## config.mk

```make
export PLATFORM = sky130hd
export DESIGN_NAME = cmult_accum_dump_flat
export DESIGN_NICKNAME = d
export VERILOG_FILES = /design/src/rtl/rx_dsp_pkg.sv /design/src/rtl/cmult_accum_dump_if.sv /design/src/rtl/valid_delay_line.sv /design/src/rtl/cmult_accum_dump.sv /design/src/flat_wrapper.sv
export SDC_FILE = /design/constraint.sdc
export NUM_CORES = 1
export LEC_CHECK = 0
export CORE_MARGIN = 2
export CORE_UTILIZATION = 44
export CTS_CLUSTER_SIZE = 10
export DETAILED_ROUTE_END_ITERATION = 10
export PLACE_DENSITY = 0.72
export REMOVE_ABC_BUFFERS = 1
export SETUP_SLACK_MARGIN = 0.5
export SLEW_MARGIN = 40
export SYNTH_ARGS = -nofsm -noshare
export SYNTH_HDL_FRONTEND = slang
export SYNTH_SLANG_ARGS = --single-unit
export TNS_END_PERCENT = 1
```

## constraint.sdc

```tcl
create_clock -name clk -period 4.12 [get_ports clk]
set_clock_uncertainty 0.15 [all_clocks]
set_input_delay 0.618 -clock clk [delete_from_list [all_inputs] [get_ports clk]]
set_output_delay 0.618 -clock clk [all_outputs]
set_load 0.005 [all_outputs]
```

## src/rtl/rx_dsp_pkg.sv

```systemverilog
// Shared RX datapath definitions: widths, state encoding and saturating add.
package rx_dsp_pkg;

  localparam int unsigned FRAC_BITS    = 15;
  localparam int unsigned DATAWIDTH    = FRAC_BITS + 1;
  localparam int unsigned MULT_LATENCY = 4;
  localparam int unsigned SAT_CALC_W   = 64;

  typedef enum logic [1:0] {
    IDLE  = 2'd0,
    ACCUM = 2'd1,
    HOLD  = 2'd2
  } state_e;

  typedef struct packed {
    logic                         sat;
    logic signed [SAT_CALC_W-1:0] val;
  } sat_res_t;

  // Add two sign-extended operands and clamp the result to a w-bit signed range (w <= 63).
  function automatic sat_res_t sat_add(input logic signed [SAT_CALC_W-1:0] a,
                                       input logic signed [SAT_CALC_W-1:0] b,
                                       input int unsigned                  w);
    logic signed [SAT_CALC_W-1:0] sum;
    logic signed [SAT_CALC_W-1:0] hi;
    logic signed [SAT_CALC_W-1:0] lo;
    sat_res_t                     r;
    sum   = a + b;
    hi    = (64'sd1 <<< (w - 1)) - 64'sd1;
    lo    = -(64'sd1 <<< (w - 1));
    r.sat = 1'b0;
    r.val = sum;
    if (sum > hi) begin
      r.sat = 1'b1;
      r.val = hi;
    end else if (sum < lo) begin
      r.sat = 1'b1;
      r.val = lo;
    end
    return r;
  endfunction

endpackage

```

## src/rtl/cmult_accum_dump_if.sv

```systemverilog
// Product input, window control and result handshake of the integrate-and-dump stage.
interface cmult_accum_dump_if #(
  parameter int unsigned DATAWIDTH = rx_dsp_pkg::DATAWIDTH,
  parameter int unsigned ACC_WIDTH = 32,
  parameter int unsigned LEN_WIDTH = 16
);

  logic                        in_valid_i;
  logic signed [DATAWIDTH-1:0] re_i;
  logic signed [DATAWIDTH-1:0] im_i;
  logic                        start_i;
  logic [LEN_WIDTH-1:0]        len_i;
  logic signed [ACC_WIDTH-1:0] acc_re_o;
  logic signed [ACC_WIDTH-1:0] acc_im_o;
  logic                        out_valid_o;
  logic                        out_ready_i;
  logic                        busy_o;
  logic                        sat_o;
  logic                        drop_o;

  modport master (
    output in_valid_i, re_i, im_i, start_i, len_i, out_ready_i,
    input  acc_re_o, acc_im_o, out_valid_o, busy_o, sat_o, drop_o
  );

  modport slave (
    input  in_valid_i, re_i, im_i, start_i, len_i, out_ready_i,
    output acc_re_o, acc_im_o, out_valid_o, busy_o, sat_o, drop_o
  );

endinterface

```

## src/rtl/valid_delay_line.sv

```systemverilog
// Fixed-depth shift register that recreates a valid for a pipelined datapath with no valid of its own.
module valid_delay_line #(
  parameter int unsigned DEPTH = 4
) (
  input  logic clk,
  input  logic rst_n,
  input  logic d_i,
  output logic q_o
);

  logic [DEPTH-1:0] sr_q;

  // Shift in every cycle; the oldest bit falls off the top.
  always_ff @(posedge clk) begin
    if (!rst_n) begin
      sr_q <= '0;
    end else begin
      sr_q <= DEPTH'({sr_q, d_i});
    end
  end

  assign q_o = sr_q[DEPTH-1];

endmodule

```

## src/rtl/cmult_accum_dump.sv

```systemverilog
// Integrate-and-dump of complex multiplier products over a programmable window.
module cmult_accum_dump #(
  parameter int unsigned ACC_WIDTH    = 32,
  parameter int unsigned LEN_WIDTH    = 16,
  parameter int unsigned MULT_LATENCY = rx_dsp_pkg::MULT_LATENCY
) (
  input  logic              clk,
  input  logic              rst_n,
  cmult_accum_dump_if.slave bus
);

  import rx_dsp_pkg::*;

  state_e                      state_q;
  logic [LEN_WIDTH-1:0]        n_q;
  logic [LEN_WIDTH-1:0]        cnt_q;
  logic signed [ACC_WIDTH-1:0] sum_re_q;
  logic signed [ACC_WIDTH-1:0] sum_im_q;
  logic signed [ACC_WIDTH-1:0] acc_re_q;
  logic signed [ACC_WIDTH-1:0] acc_im_q;
  logic                        out_valid_q;
  logic                        busy_q;
  logic                        sat_q;
  logic                        drop_q;

  sat_res_t                    add_re_d;
  sat_res_t                    add_im_d;
  logic signed [ACC_WIDTH-1:0] sum_re_d;
  logic signed [ACC_WIDTH-1:0] sum_im_d;
  logic                        ovf_d;
  logic                        last_d;
  logic [LEN_WIDTH-1:0]        n_d;
  logic                        prod_valid;
  logic                        unused_hi_bits;

  // Input valid delayed to line up with the multiplier output.
  valid_delay_line #(
    .DEPTH (MULT_LATENCY)
  ) u_valid_delay (
    .clk   (clk),
    .rst_n (rst_n),
    .d_i   (bus.in_valid_i),
    .q_o   (prod_valid)
  );

  // Saturating next sums, window-end detect and the latched length for a new window.
  always_comb begin
    add_re_d = sat_add(64'(sum_re_q), 64'(bus.re_i), ACC_WIDTH);
    add_im_d = sat_add(64'(sum_im_q), 64'(bus.im_i), ACC_WIDTH);
    sum_re_d = ACC_WIDTH'(add_re_d.val);
    sum_im_d = ACC_WIDTH'(add_im_d.val);
    ovf_d    = add_re_d.sat | add_im_d.sat;
    last_d   = (cnt_q == LEN_WIDTH'(n_q - LEN_WIDTH'(1)));
    n_d      = (bus.len_i == '0) ? LEN_WIDTH'(1) : bus.len_i;
  end

  // Bits above ACC_WIDTH are always the sign extension of a clamped value.
  assign unused_hi_bits = ^{add_re_d.val[SAT_CALC_W-1:ACC_WIDTH],
                            add_im_d.val[SAT_CALC_W-1:ACC_WIDTH]};

  // Window control: IDLE waits for start, ACCUM sums products, HOLD presents the result.
  always_ff @(posedge clk) begin
    if (!rst_n) begin
      state_q     <= IDLE;
      n_q         <= '0;
      cnt_q       <= '0;
      sum_re_q    <= '0;
      sum_im_q    <= '0;
      acc_re_q    <= '0;
      acc_im_q    <= '0;
      out_valid_q <= 1'b0;
      busy_q      <= 1'b0;
      sat_q       <= 1'b0;
      drop_q      <= 1'b0;
    end else begin
      case (state_q)
        IDLE: begin
          if (bus.start_i) begin
            n_q      <= n_d;
            cnt_q    <= '0;
            sum_re_q <= '0;
            sum_im_q <= '0;
            sat_q    <= 1'b0;
            drop_q   <= 1'b0;
            busy_q   <= 1'b1;
            state_q  <= ACCUM;
          end
        end
        ACCUM: begin
          if (prod_valid) begin
            sum_re_q <= sum_re_d;
            sum_im_q <= sum_im_d;
            sat_q    <= sat_q | ovf_d;
            cnt_q    <= cnt_q + LEN_WIDTH'(1);
            if (last_d) begin
              acc_re_q    <= sum_re_d;
              acc_im_q    <= sum_im_d;
              out_valid_q <= 1'b1;
              state_q     <= HOLD;
            end
          end
        end
        HOLD: begin
          if (prod_valid) begin
            drop_q <= 1'b1;
          end
          if (bus.out_ready_i) begin
            out_valid_q <= 1'b0;
            if (bus.start_i) begin
              // Back-to-back window: the clear below also wins over a same-cycle drop.
              n_q      <= n_d;
              cnt_q    <= '0;
              sum_re_q <= '0;
              sum_im_q <= '0;
              sat_q    <= 1'b0;
              drop_q   <= 1'b0;
              state_q  <= ACCUM;
            end else begin
              busy_q  <= 1'b0;
              state_q <= IDLE;
            end
          end
        end
        default: begin
          state_q <= IDLE;
        end
      endcase
    end
  end

  assign bus.acc_re_o    = acc_re_q;
  assign bus.acc_im_o    = acc_im_q;
  assign bus.out_valid_o = out_valid_q;
  assign bus.busy_o      = busy_q;
  assign bus.sat_o       = sat_q;
  assign bus.drop_o      = drop_q;

endmodule
```

## src/flat_wrapper.sv

```systemverilog
// flat-port wrapper written by rule: the top's interface ports become plain ports
module cmult_accum_dump_flat import rx_dsp_pkg::*;
#(
  parameter int unsigned ACC_WIDTH    = 32,
  parameter int unsigned LEN_WIDTH    = 16,
  parameter int unsigned MULT_LATENCY = rx_dsp_pkg::MULT_LATENCY
)
  (clk, rst_n, bus_in_valid_i, bus_re_i, bus_im_i, bus_start_i, bus_len_i, bus_out_ready_i, bus_acc_re_o, bus_acc_im_o, bus_out_valid_o, bus_busy_o, bus_sat_o, bus_drop_o);
  cmult_accum_dump_if #(.ACC_WIDTH(ACC_WIDTH), .LEN_WIDTH(LEN_WIDTH)) bus_i ();
  input  logic clk;
  input  logic rst_n;
  input wire logic [$bits(bus_i.in_valid_i)-1:0] bus_in_valid_i;
  input wire logic [$bits(bus_i.re_i)-1:0] bus_re_i;
  input wire logic [$bits(bus_i.im_i)-1:0] bus_im_i;
  input wire logic [$bits(bus_i.start_i)-1:0] bus_start_i;
  input wire logic [$bits(bus_i.len_i)-1:0] bus_len_i;
  input wire logic [$bits(bus_i.out_ready_i)-1:0] bus_out_ready_i;
  output wire logic [$bits(bus_i.acc_re_o)-1:0] bus_acc_re_o;
  output wire logic [$bits(bus_i.acc_im_o)-1:0] bus_acc_im_o;
  output wire logic [$bits(bus_i.out_valid_o)-1:0] bus_out_valid_o;
  output wire logic [$bits(bus_i.busy_o)-1:0] bus_busy_o;
  output wire logic [$bits(bus_i.sat_o)-1:0] bus_sat_o;
  output wire logic [$bits(bus_i.drop_o)-1:0] bus_drop_o;
  assign bus_i.in_valid_i = bus_in_valid_i;
  assign bus_i.re_i = bus_re_i;
  assign bus_i.im_i = bus_im_i;
  assign bus_i.start_i = bus_start_i;
  assign bus_i.len_i = bus_len_i;
  assign bus_i.out_ready_i = bus_out_ready_i;
  assign bus_acc_re_o = bus_i.acc_re_o;
  assign bus_acc_im_o = bus_i.acc_im_o;
  assign bus_out_valid_o = bus_i.out_valid_o;
  assign bus_busy_o = bus_i.busy_o;
  assign bus_sat_o = bus_i.sat_o;
  assign bus_drop_o = bus_i.drop_o;
  cmult_accum_dump #(.ACC_WIDTH(ACC_WIDTH), .LEN_WIDTH(LEN_WIDTH), .MULT_LATENCY(MULT_LATENCY)) u_core (.clk(clk), .rst_n(rst_n), .bus(bus_i));
endmodule
```

# == Word level (Yosys, flattened, before mapping) ==
# Cells that the tools add are included.
# op_classes
n_bitwise,2
n_div,0
shift,0
addsub,4
muxes,43
reduce_logical,12
n_lt_le_gt_ge,4
mul,0
eq_ne,8
# ops
operator,n
$mux 65,4
$mux 32,6
$pmux 32 s3,2
$gt 64x32->1 const B,2
$lt 64x32->1 const B,2
$mux 16,6
$add 32x16->33,2
$pmux 16 s3,1
$pmux 16 s2,1
$add 16x1->16 const B,1
$eq 16x16->1,1
$logic_not 16->1,1
$sub 16x1->16 const B,1
$mux 1,14
$reduce_and 4->1,3
$mux 2,4
$ne 2x2->1 const B,4
$pmux 1 s2,3
$pmux 2 s3,1
$reduce_and 3->1,2
$reduce_and 2->1,2
$reduce_bool 2->1,2
$pmux 1 s3,1
$reduce_bool 3->1,1
other kinds (5),6
# totals
out_inout_bits,68
ff_bits,170
latchBits,0
mem_bits_ro,0
memories,0
ramBits,0

# == Longest topological paths before layout ==
# depth
depth_word,8
ltp_mapped,13
mapped_depth_nobuf,12

# == Hierarchy ==
# Synthesis repeated with hierarchy kept, for this count alone.
# hier_totals
cells_unflattened,1346
hier_area_um2,10674.0
# modules_own_cells
mod,seq_area_each_um2,cells_each,instances,area_each_um2
cmult_accum_dump,3323.2,1338,1,10568.9
valid_delay_line,80.1,8,1,105.1

# == Worst setup path after synthesis ==
# No wires, ideal clock.
# synth_timing
kind,input to register
start,input bus_re_i[15]
end,register u_core.sum_re_q[18]
setup_time_ns,0.129
setup_slack_ns,0.619
cell_stages,11
required_time_ns,3.841
arrival_time_ns,3.222
cell_sequence,ha_1 -> a21o_1 -> o21bai_1 -> a221oi_2 -> nor4b_1 -> or4_1 -> or3b_4 -> mux2_4 -> buf_6 -> a21oi_1 -> o21ai_0
# synth_between
elab_chain_len,6
word_cells_on_any_way,7
classes_between,1 x add/sub; 2 x order compare; 4 x mux
# synth_lines
element,line,text
start: declaration,flat_wrapper.sv:13,input wire logic [$bits(bus_i.re_i)-1:0] bus_re_i;
$add 32x16->33 (*),rx_dsp_pkg.sv:28,sum = a + b;
$lt 64x32->1,rx_dsp_pkg.sv:36,end else if (sum < lo) begin
$mux 65,rx_dsp_pkg.sv:36,
$mux 65 (*),rx_dsp_pkg.sv:33,if (sum > hi) begin
$mux 32 (*),cmult_accum_dump.sv:90,if (prod_valid) begin
$pmux 32 s3 (*),cmult_accum_dump.sv:76,case (state_q)
end signal: assignment,cmult_accum_dump.sv:91,sum_re_q <= sum_re_d;
end: declaration,cmult_accum_dump.sv:17,logic signed [ACC_WIDTH-1:0] sum_re_q;
# Every way passes the cells marked *; elsewhere a longest branch is shown, timed or not. The select of a mux whose other input is x is not followed.
# A chain may end at the register's enable or synchronous reset.

# == Worst setup path in the final report ==
# layout_timing
start,input bus_re_i[0]
end,register u_core.acc_re_q[30] (netlist: u_core.bus.acc_re_o[30])
# layout_between
elab_chain_len,4
word_cells_on_any_way,5
classes_between,1 x add/sub; 2 x order compare; 2 x mux
# layout_lines
element,line,text
$add 32x16->33 (*),rx_dsp_pkg.sv:28,
$lt 64x32->1,rx_dsp_pkg.sv:36,
$mux 65,rx_dsp_pkg.sv:36,
$mux 65 (*),rx_dsp_pkg.sv:33,
end signal: assignment,cmult_accum_dump.sv:96,acc_re_q <= sum_re_d;
end: declaration,cmult_accum_dump.sv:19,logic signed [ACC_WIDTH-1:0] acc_re_q;
# Every way passes the cells marked *; elsewhere a longest branch is shown, timed or not.

==> reports/metrics.csv <==
metric;value;unit
final_nets;1585;
crit_top_cell;o2111ai_2;
synth-edff-count;0;
hold_path_depth;1;
wirelength;31.0;mm
gr-total-overflow;0;
postSynthAreaPerCell;7.99;µm²
max_freq;0.280;GHz
slowest_delay;0.46;ns
crit_fanout;6;
max_slew_margin;57.8;%
rsz0062_at_grt;true;
gp_congestion;0.910;
io_buffers;120;
r2r_end;u_core.bus.acc_re_o[16]$_SDFFE_PN0P_;
fin_crit;3.57;ns
holdBufCountCts;0;
whs_endpoint;u_core.u_valid_delay.sr_q[1]$_SDFF_PN0_;
p_per_area;282;nW/µm²
ff2ff_path_depth;9;
insertion_delay;0.44;ns
cap_violations;0;
synth_area;10200;µm²
io_pins;121;
cp-start-kind;primary input;
ys_warn_count;0;
stdcell_area;13300;µm²
first_pass_iters;5;
grt_pass1_wl;49.9;mm
clockBufferDepth;2;
fillers;2075;
p_total;3740;µW
slowest_stage;clkdlybuf4s50_1;
drc;0;
wl_per_cell;17.6;µm
ys_seq_area_share;33.3;%
status;finished clean;
initial_core_util;45.0;%
hold_start;u_core.u_valid_delay.sr_q[0]$_SDFF_PN0_;
reg2reg_from;u_core.n_q[2]$_SDFFE_PN0P_;
rows;55;
grt_pass1_vias;9841;
async_flop_share;0;%
cts-root-buf;clkbuf_16;
drt_iter0_markers;768;
cts_sinks;170;
cts_made_buffers;17;
power.leakage;0.00545;µW
area_growth;29.9;%
final_antenna_net_count;0;
cts_tree;yes;
ir_drop;0.248;mV
clk_pin_slew_worst_paths;0.07;ns
place_area;12300;µm²
rrSetupSlack;0.80;ns
grtUsageTotal;25.4;%
antenna_found_initial;0;
postSynthCellCount;1278;
coreArea;22700;µm²
period_share;86.8;%
dpl.hpwl;22.6;mm
crit_chain;clkdlybuf4s50_1 > ha_2 > inv_1 > fa_2 > nor2b_2 > o2111ai_2 > a31oi_2 > o2111ai_2 > a211oi_2 > or3b_4 > mux2i_4 > buf_4 > or3_4 > a21oi_2;
slew_viol_final;0;
dieArea;24400;µm²
vias;10300;
max_slew.worst_pin.slew;0.632;ns
grt_max_degree;51;
synth-main-ff-cell;dfxtp_1;
crit_required;4.35;ns
dieWidth;156;µm
final-setup-viol-count;0;
hold_path_class;reg -> reg;
setup_tns;0;ns
drive_above_1_share;14.7;%
report.final.hold_viol_count;0;
yosys_register_bits;170;
synth.distinct_cells;73;
htreeDepth;4;
insertedDiodeCount;0;
fp.dieH;156;µm
worstSetupPathType;in -> reg;
vias_per_cell;5.82;
critPathCaptureType;register;
arrival;3.80;ns
-- flip-flops by register name, indices dropped and copies added, names as in the netlist --
signal / cells
u_core.bus.acc_im_o: 32
u_core.bus.acc_re_o: 32
u_core.bus.busy_o: 1
u_core.bus.drop_o: 1
u_core.bus.out_valid_o: 1
u_core.bus.sat_o: 1
u_core.cnt_q: 16
u_core.n_q: 16
u_core.state_q: 2
u_core.sum_im_q: 32
u_core.sum_re_q: 32
u_core.u_valid_delay.sr_q: 4
-- kinds of logic (layout without fill, tap and decap cells) --
logic type               after synthesis  after routing  share of synthesized area (%)
AND/OR/NAND/NOR                      437            437                           20.1
flip-flops                           170            170                           33.3
buffers and inverters                 89            285                           3.55
AO/OA/AOI/OAI                        421            421                           26.2
adder cells (fa/ha/maj)               68             68                           8.48
XOR/XNOR                              83             83                           7.12
multiplexers                          10             12                           1.21
-- per-stage QoR --
stage | instances | setup WS, ns | hold WS (ns) | util [%]
finish | 1761 | 0.546 | 0.295 | 58.4
floorplan | 1213 | -0.614 | 0.262 | -
CTS | 1755 | 0.490 | 0.303 | 57.6
global placement | 1718 | -0.136 | 0.280 | 54.1
detailed placement | 1718 | -0.195 | 0.285 | 54.1
global route | 1761 | 0.432 | 0.305 | 58.4
-- cells in the mapped netlist (all sizes together), types with 13 or more instances --
library cell    n  area [µm²]
a211oi         17         128
a21o           30         225
a21oi         144         724
a221o          13         130
buf            18        96.4
clkbuf         47         176
dfxtp         170        3400
ha             66         826
inv            24        90.1
nand2         183         687
nand3          35         175
nand4          19         119
nor2           92         363
nor2b          13        81.3
nor4           16         100
o211ai         35         263
o21ai         100         500
xnor2          46         403
xor2           37         324
-- per-layer routing --
layer / track usage (%) / vias up / part of all wire (%)
met2: 40.7 / 308 / 45
met4: 7.60 / 0 / 1.9
li1: - / 5034 / -
met5: 0 / - / 0
met1: 34.8 / 4867 / 47
met3: 4.49 / 46 / 5.6
-- cells in the final DEF, fill, tap and decap left out, types with 33 or more instances in the layout --
cell type and count:
o21ai_0 93, buf_4 99, xor2_1 37, nor2_1 87, nand3_1 33, ha_1 55
xnor2_1 46, o211ai_1 35, nand2_1 179, a21oi_1 138, clkdlybuf4s50_1 118, dfxtp_1 170
-- where the power goes --
group | switching, µW | internal [µW]
Combinational | 267 | 213
Sequential | 19.0 | 1660
Clock | 739 | 843
-- worst max path at each step --
stage,from,end,slack (ns)
floorplan,bus_out_ready_i,u_core.sum_im_q[12]$_SDFFE_PN0P_,-0.61
global placement,bus_re_i[15],u_core.sum_re_q[0]$_SDFFE_PN0P_,-0.14
detailed placement,bus_re_i[15],u_core.sum_re_q[0]$_SDFFE_PN0P_,-0.19
CTS,bus_re_i[0],u_core.bus.acc_re_o[30]$_SDFFE_PN0P_,0.49
global route,bus_im_i[10],u_core.sum_im_q[29]$_SDFFE_PN0P_,0.43
finish,bus_re_i[0],u_core.bus.acc_re_o[30]$_SDFFE_PN0P_,0.55
-- worst max-delay path, delay by kind of cell --
kind                     cells  cell delay, ns
multiplexers                 1            0.10
adder cells (fa/ha/maj)      2            0.54
AO/OA/AOI/OAI                5            1.11
AND/OR/NAND/NOR              3            0.74
buffers and inverters        3            0.69
-- final cells by class --
cell class	instances	area [µm²]	share of cell area, %
Clock buffer	17	425	3.21
Clock inverter	14	139	1.05
Inverter	24	90.1	0.679
Multi-Input combinational cell	1021	6760	51.0
Sequential cell	170	3400	25.7
Tap cell	285	357	2.69
Timing Repair Buffer	230	2090	15.8
-- timing repair --
| action | CTS | global route |
|---|---|---|
| pin swaps | 8 | 9 |
| endpoints found under the setup margin | 64 | 122 |
| buffers inserted | 4 | 5 |
| cloned | 2 | 1 |
| gates resized for setup | 29 | 34 |
Power figures use the tool's default switching activity.
==> edit 1, RTL diff (same settings) <==
The 3 states of `state_e` get a one-hot encoding in 3 bits.
--- a/src/rtl/rx_dsp_pkg.sv
+++ b/src/rtl/rx_dsp_pkg.sv
@@ -6,10 +6,10 @@
   localparam int unsigned MULT_LATENCY = 4;
   localparam int unsigned SAT_CALC_W   = 64;
 
-  typedef enum logic [1:0] {
-    IDLE  = 2'd0,
-    ACCUM = 2'd1,
-    HOLD  = 2'd2
+  typedef enum logic [2:0] {
+    IDLE  = 3'b001,
+    ACCUM = 3'b010,
+    HOLD  = 3'b100
   } state_e;
 
   typedef struct packed {
Check against the original RTL: same outputs for any inputs over 4 cycles, from zero or initial values and one cycle with rst_n low; so few cycles prove little.
==> edit 1 against the unedited design <==
- first-iteration DRC count down 26%
- combinational power increased by 4.4%
- worst setup slack worse by 0.013 ns
- power fell by 0.99%
- fmax down 0.36%
- final area up 2.8%
- sequential share of layout area shrank 0.54 points
- synthesized area rose by 2.0%
- cell count is 1.8% higher
- routed wire length fell by 4.2%
- sequential cell count grew 1
- synthesized cell count is 2.7% higher
==> edit 1: results (changes against the unedited design) <==
Drt wl/cell: 16.6 um (was 17.6 um)
Slew HR: 46.4% (was 57.8%)
Routed vias/inst: 5.64 (was 5.82)
Largest net degree at the start of global routing: 60 (was 51)
First-pass GRT wire length: 45.7 mm (was 49.9 mm)
DP Worst Slack: -0.126 ns (was -0.195 ns)
Synth Area per Inst: 7.94 um2 (was 7.99 um2)
Met1 wire length: 13.6 mm (was 14.7 mm)
Post-Synth Adder-Cell Area: 8.31% (was 8.48%)
# nets final: 1581 (was 1585)
Initial DRC count: 569 (was 768)
Share of layout cells above drive strength 1: 15.3% (was 14.7%)
PostCTS Resize Cnt: 3 (was 29)
Max VDD drop: 0.000254 V (was 0.000248 V)
WL met3: 1.36 mm (was 1.74 mm)
Crit Reg-Reg Endpoint: u_core.bus.acc_re_o[1] (was u_core.bus.acc_re_o[16])
Distinct cell type count after synthesis: 80 (was 73)
XOR/XNOR share of the synthesized area: 7.06% (was 7.12%)
Fin Hold WS: 0.283 ns (was 0.295 ns)
Mux share of post-synthesis cell area: 1.67% (was 1.21%)
Vias in the first global route: 9314 (was 9841)
Post-CTS Setup Bufs: 1 (was 4)
Hold Startpoint: u_core.u_valid_delay.sr_q[2] (was u_core.u_valid_delay.sr_q[0])
Synth Area in Compound Gates: 27.4% (was 26.2%)
Max stage delay on crit path: 0.54 ns (was 0.46 ns)
WL met2: 14.3 mm (was 14.0 mm)
Top cells by area, synth: dfxtp_1 33%, ha_1 7.9%, a21oi_1 7.8% (was dfxtp_1 33%, ha_1 8.1%, a21oi_1 7.0%)
Worst-case reg-to-reg path depth: 13 (was 9)
Sequential area share after synthesis: 32.9% (was 33.3%)
Status: complete, no violations (unchanged)
RePlAce Congestion: 0.924 (was 0.910)
GR Util All Layers: 22.6% (was 25.4%)
Post-Route WL: 29.7 mm (was 31.0 mm)
Synth top cells by count: 171 x dfxtp_1, 163 x a21oi_1, 140 x nand2_1 (was 183 x nand2_1, 170 x dfxtp_1, 143 x a21oi_1)
Pleak: 5.45 nW (about the same)
R2R setup slack: 0.55 ns (was 0.80 ns)
DP Cell Count: 1740 (was 1718)
[edit 1: cell count changes after synthesis, sizes merged, moves of 13 or more]
cell / unedited run / this run
o21ai: 100 / 136
a21oi: 144 / 163
nor2: 92 / 117
a221o: 13 / 0
o211ai: 35 / 7
nand2: 183 / 140
a211oi: 17 / 36
[edit 1: power by group]
group          switching, W  internal (W)
Combinational      0.000276      0.000224
Clock              0.000705      0.000807
Sequential        0.0000222       0.00167
Total               0.00100       0.00270
[edit 1: logic make-up (layout without fill, tap and decap cells)]
group	after synthesis	count (layout)
AND/OR/NAND/NOR	407	407
adder cells (fa/ha/maj)	68	68
AO/OA/AOI/OAI	463	463
buffers and inverters	102	263
flip-flops	171	171
XOR/XNOR	84	84
multiplexers	17	17
[edit 1: final cells by class]
class	count	area [um2]
clock buffer	19	453
clock inverter	13	92.6
fill	2112	9700
inverter	26	100
multi-input combinational	1039	7050
sequential	171	3420
tap	319	399
timing repair buffer	205	2110
[edit 1: layer usage]
| metal | track usage [%] | vias up |
|---|---|---|
| li1 | - | 5043 |
| met1 | 30.5 | 4770 |
| met2 | 37.9 | 253 |
| met3 | 3.23 | 40 |
| met4 | 5.97 | 0 |
| met5 | 0 | - |
[edit 1: worst max-delay path by stage]
stage | from | endpoint | slack [ns]
2_1_floorplan | u_core.n_q[0] | u_core.bus.acc_im_o[31] | -0.38
3_3_place_gp | bus_im_i[1] | u_core.sum_im_q[25] | -0.05
3_5_place_dp | bus_re_i[15] | u_core.sum_re_q[18] | -0.13
4_1_cts | bus_re_i[15] | u_core.sum_re_q[28] | 0.44
5_1_grt | bus_re_i[0] | u_core.bus.acc_re_o[16] | 0.43
6_report | bus_im_i[5] | u_core.sum_im_q[2] | 0.53
==> edit 2, RTL diff (same flow settings) <==
Made on the original files. Change the package constant `MULT_LATENCY` from 4 to 5.
--- a/src/rtl/rx_dsp_pkg.sv
+++ b/src/rtl/rx_dsp_pkg.sv
@@ -3,7 +3,7 @@
 
   localparam int unsigned FRAC_BITS    = 15;
   localparam int unsigned DATAWIDTH    = FRAC_BITS + 1;
-  localparam int unsigned MULT_LATENCY = 4;
+  localparam int unsigned MULT_LATENCY = 5;
   localparam int unsigned SAT_CALC_W   = 64;
 
   typedef enum logic [1:0] {
Function: same outputs for any inputs over 4 cycles, from zero or initial values and one cycle with rst_n low; that may be too few to reach the edited logic, so the function may still have changed.
==> edit 2 against the unedited design <==
- global-route usage decreased by 0.38 points
- largest power group unchanged
- synthesized area is 1.4% higher
- power increased by 0.59%
- largest cell class unchanged
- final area grew 4.1%
- sequential share of layout area down 0.85 points
- worst setup slack worse by 0.070 ns
- sequential cell count up 1
- routed wire length is 0.76% lower
- cell count increased by 7.9%
- count of clock-buffer cells in the layout grew 1
- sequential power about the same
==> edit 2: results (changes against the unedited design) <==
Status: complete, no violations (unchanged)
Vias in the first global route: 10199 (was 9841)
GR Util All Layers: 25.0% (was 25.4%)
RePlAce Congestion: 0.960 (was 0.910)
Skew-Pair Late Insertion Delay: 0.44 ns (about the same)
Pleak: 5.71 nW (was 5.45 nW)
# nets final: 1690 (was 1585)
Distinct cell type count after synthesis: 67 (was 73)
Routed vias/inst: 5.58 (was 5.82)
Largest net degree at the start of global routing: 49 (was 51)
Sequential area share after synthesis: 33.1% (was 33.3%)
Main synth FF type: dfxtp_1 (unchanged)
DP Worst Slack: -0.265 ns (was -0.195 ns)
Crit path DAT: 3.83 ns (was 3.80 ns)
Share of layout cells above drive strength 1: 16.8% (was 14.7%)
Synth top cells by count: 181 x nand2_1, 171 x dfxtp_1, 143 x a21oi_1 (was 183 x nand2_1, 170 x dfxtp_1, 143 x a21oi_1)
Post-DP HPWL: 23.0 mm (was 22.6 mm)
First-pass GRT wire length: 50.1 mm (was 49.9 mm)
Initial DRC count: 630 (was 768)
Tightest Pin Transition: 0.809 ns (was 0.632 ns)
Mapped Cells: 1320 (was 1278)
Initial antenna violation count: 0 (unchanged)
Non-Filler Instances: 1900 (was 1761)
Top cells by area, synth: dfxtp_1 33%, ha_1 8.0%, a21oi_1 6.9% (was dfxtp_1 33%, ha_1 8.1%, a21oi_1 7.0%)
Post-Route WL: 30.8 mm (was 31.0 mm)
Root Buffer: clkbuf_16 (unchanged)
YS warnings: 0 (unchanged)
Worst Path Max Fanout: 9 (was 6)
Max VDD drop: 0.000200 V (was 0.000248 V)
[edit 2: layer usage]
layer,vias to the layer above,wire [um],track usage [%]
met5,-,0,0
met1,4986,13600,31.5
met3,73,1420,4.02
met4,0,964,8.92
li1,5261,-,-
met2,281,14800,43.0
[edit 2: cell type report]
type | count | area (um2)
flip-flops and latches | 171 | 3430
clock inverters | 13 | 133
well taps | 319 | 399
multi-input cells | 1051 | 6700
repair buffers | 300 | 2620
fillers | 2140 | 9450
inverters | 28 | 105
clock buffers | 18 | 429
[edit 2: per-stage QoR]
step / TNS [ns] / instance area, um2 / util (%)
after detailed placement: -14.01 / 13000 / 55.8
after global placement: -13.76 / 13000 / 55.7
final: 0 / 13800 / 59.4
after global routing: 0 / 13800 / 59.4
after CTS: 0 / 13600 / 58.3
after floorplan: -33.73 / 10100 / -
[edit 2: path summary, 6_finish.rpt]
check,from,end,slack [ns]
min,u_core.u_valid_delay.sr_q[0],u_core.u_valid_delay.sr_q[1],0.28
max reg2reg,u_core.n_q[2],u_core.bus.acc_re_o[5],0.52
min reg2reg,u_core.u_valid_delay.sr_q[0],u_core.u_valid_delay.sr_q[1],0.28
max,bus_im_i[15],u_core.bus.acc_im_o[2],0.48
[edit 2: repair_timing]
action	CTS	global route
gates cloned	0	0
gates resized for setup	8	35
pin swaps	0	13
setup endpoints to repair	105	128
setup buffers	0	15
[edit 2: logic make-up after synthesis]
kind of cell	Yosys count	synth area share, %
xor+xnor	88	7.44
mux	6	0.580
fa+ha+maj	68	8.36
flops	171	33.1
compound gates	449	27.2
simple gates	440	19.6
buf+inv	98	3.82
[edit 2: where the power goes]
| part | total (W) | internal (W) | switching, W |
|---|---|---|---|
| registers | 0.00168 | 0.00167 | 0.0000150 |
| logic | 0.000498 | 0.000224 | 0.000274 |
| clock network | 0.00158 | 0.000846 | 0.000736 |
| total | 0.00376 | 0.00274 | 0.00102 |
[edit 2: worst max-delay path, cell delays in order]
cell	delay (ns)
clkdlybuf4s50_1	0.41
buf_4	0.17
ha_1	0.30
and4_1	0.25
nand3_2	0.10
or4_4	0.42
nor3_2	0.12
buf_4	0.13
nor3_2	0.04
o21a_1	0.20
buf_4	0.14
o31a_1	0.37
buf_4	0.17
buf_4	0.15
a31o_2	0.22
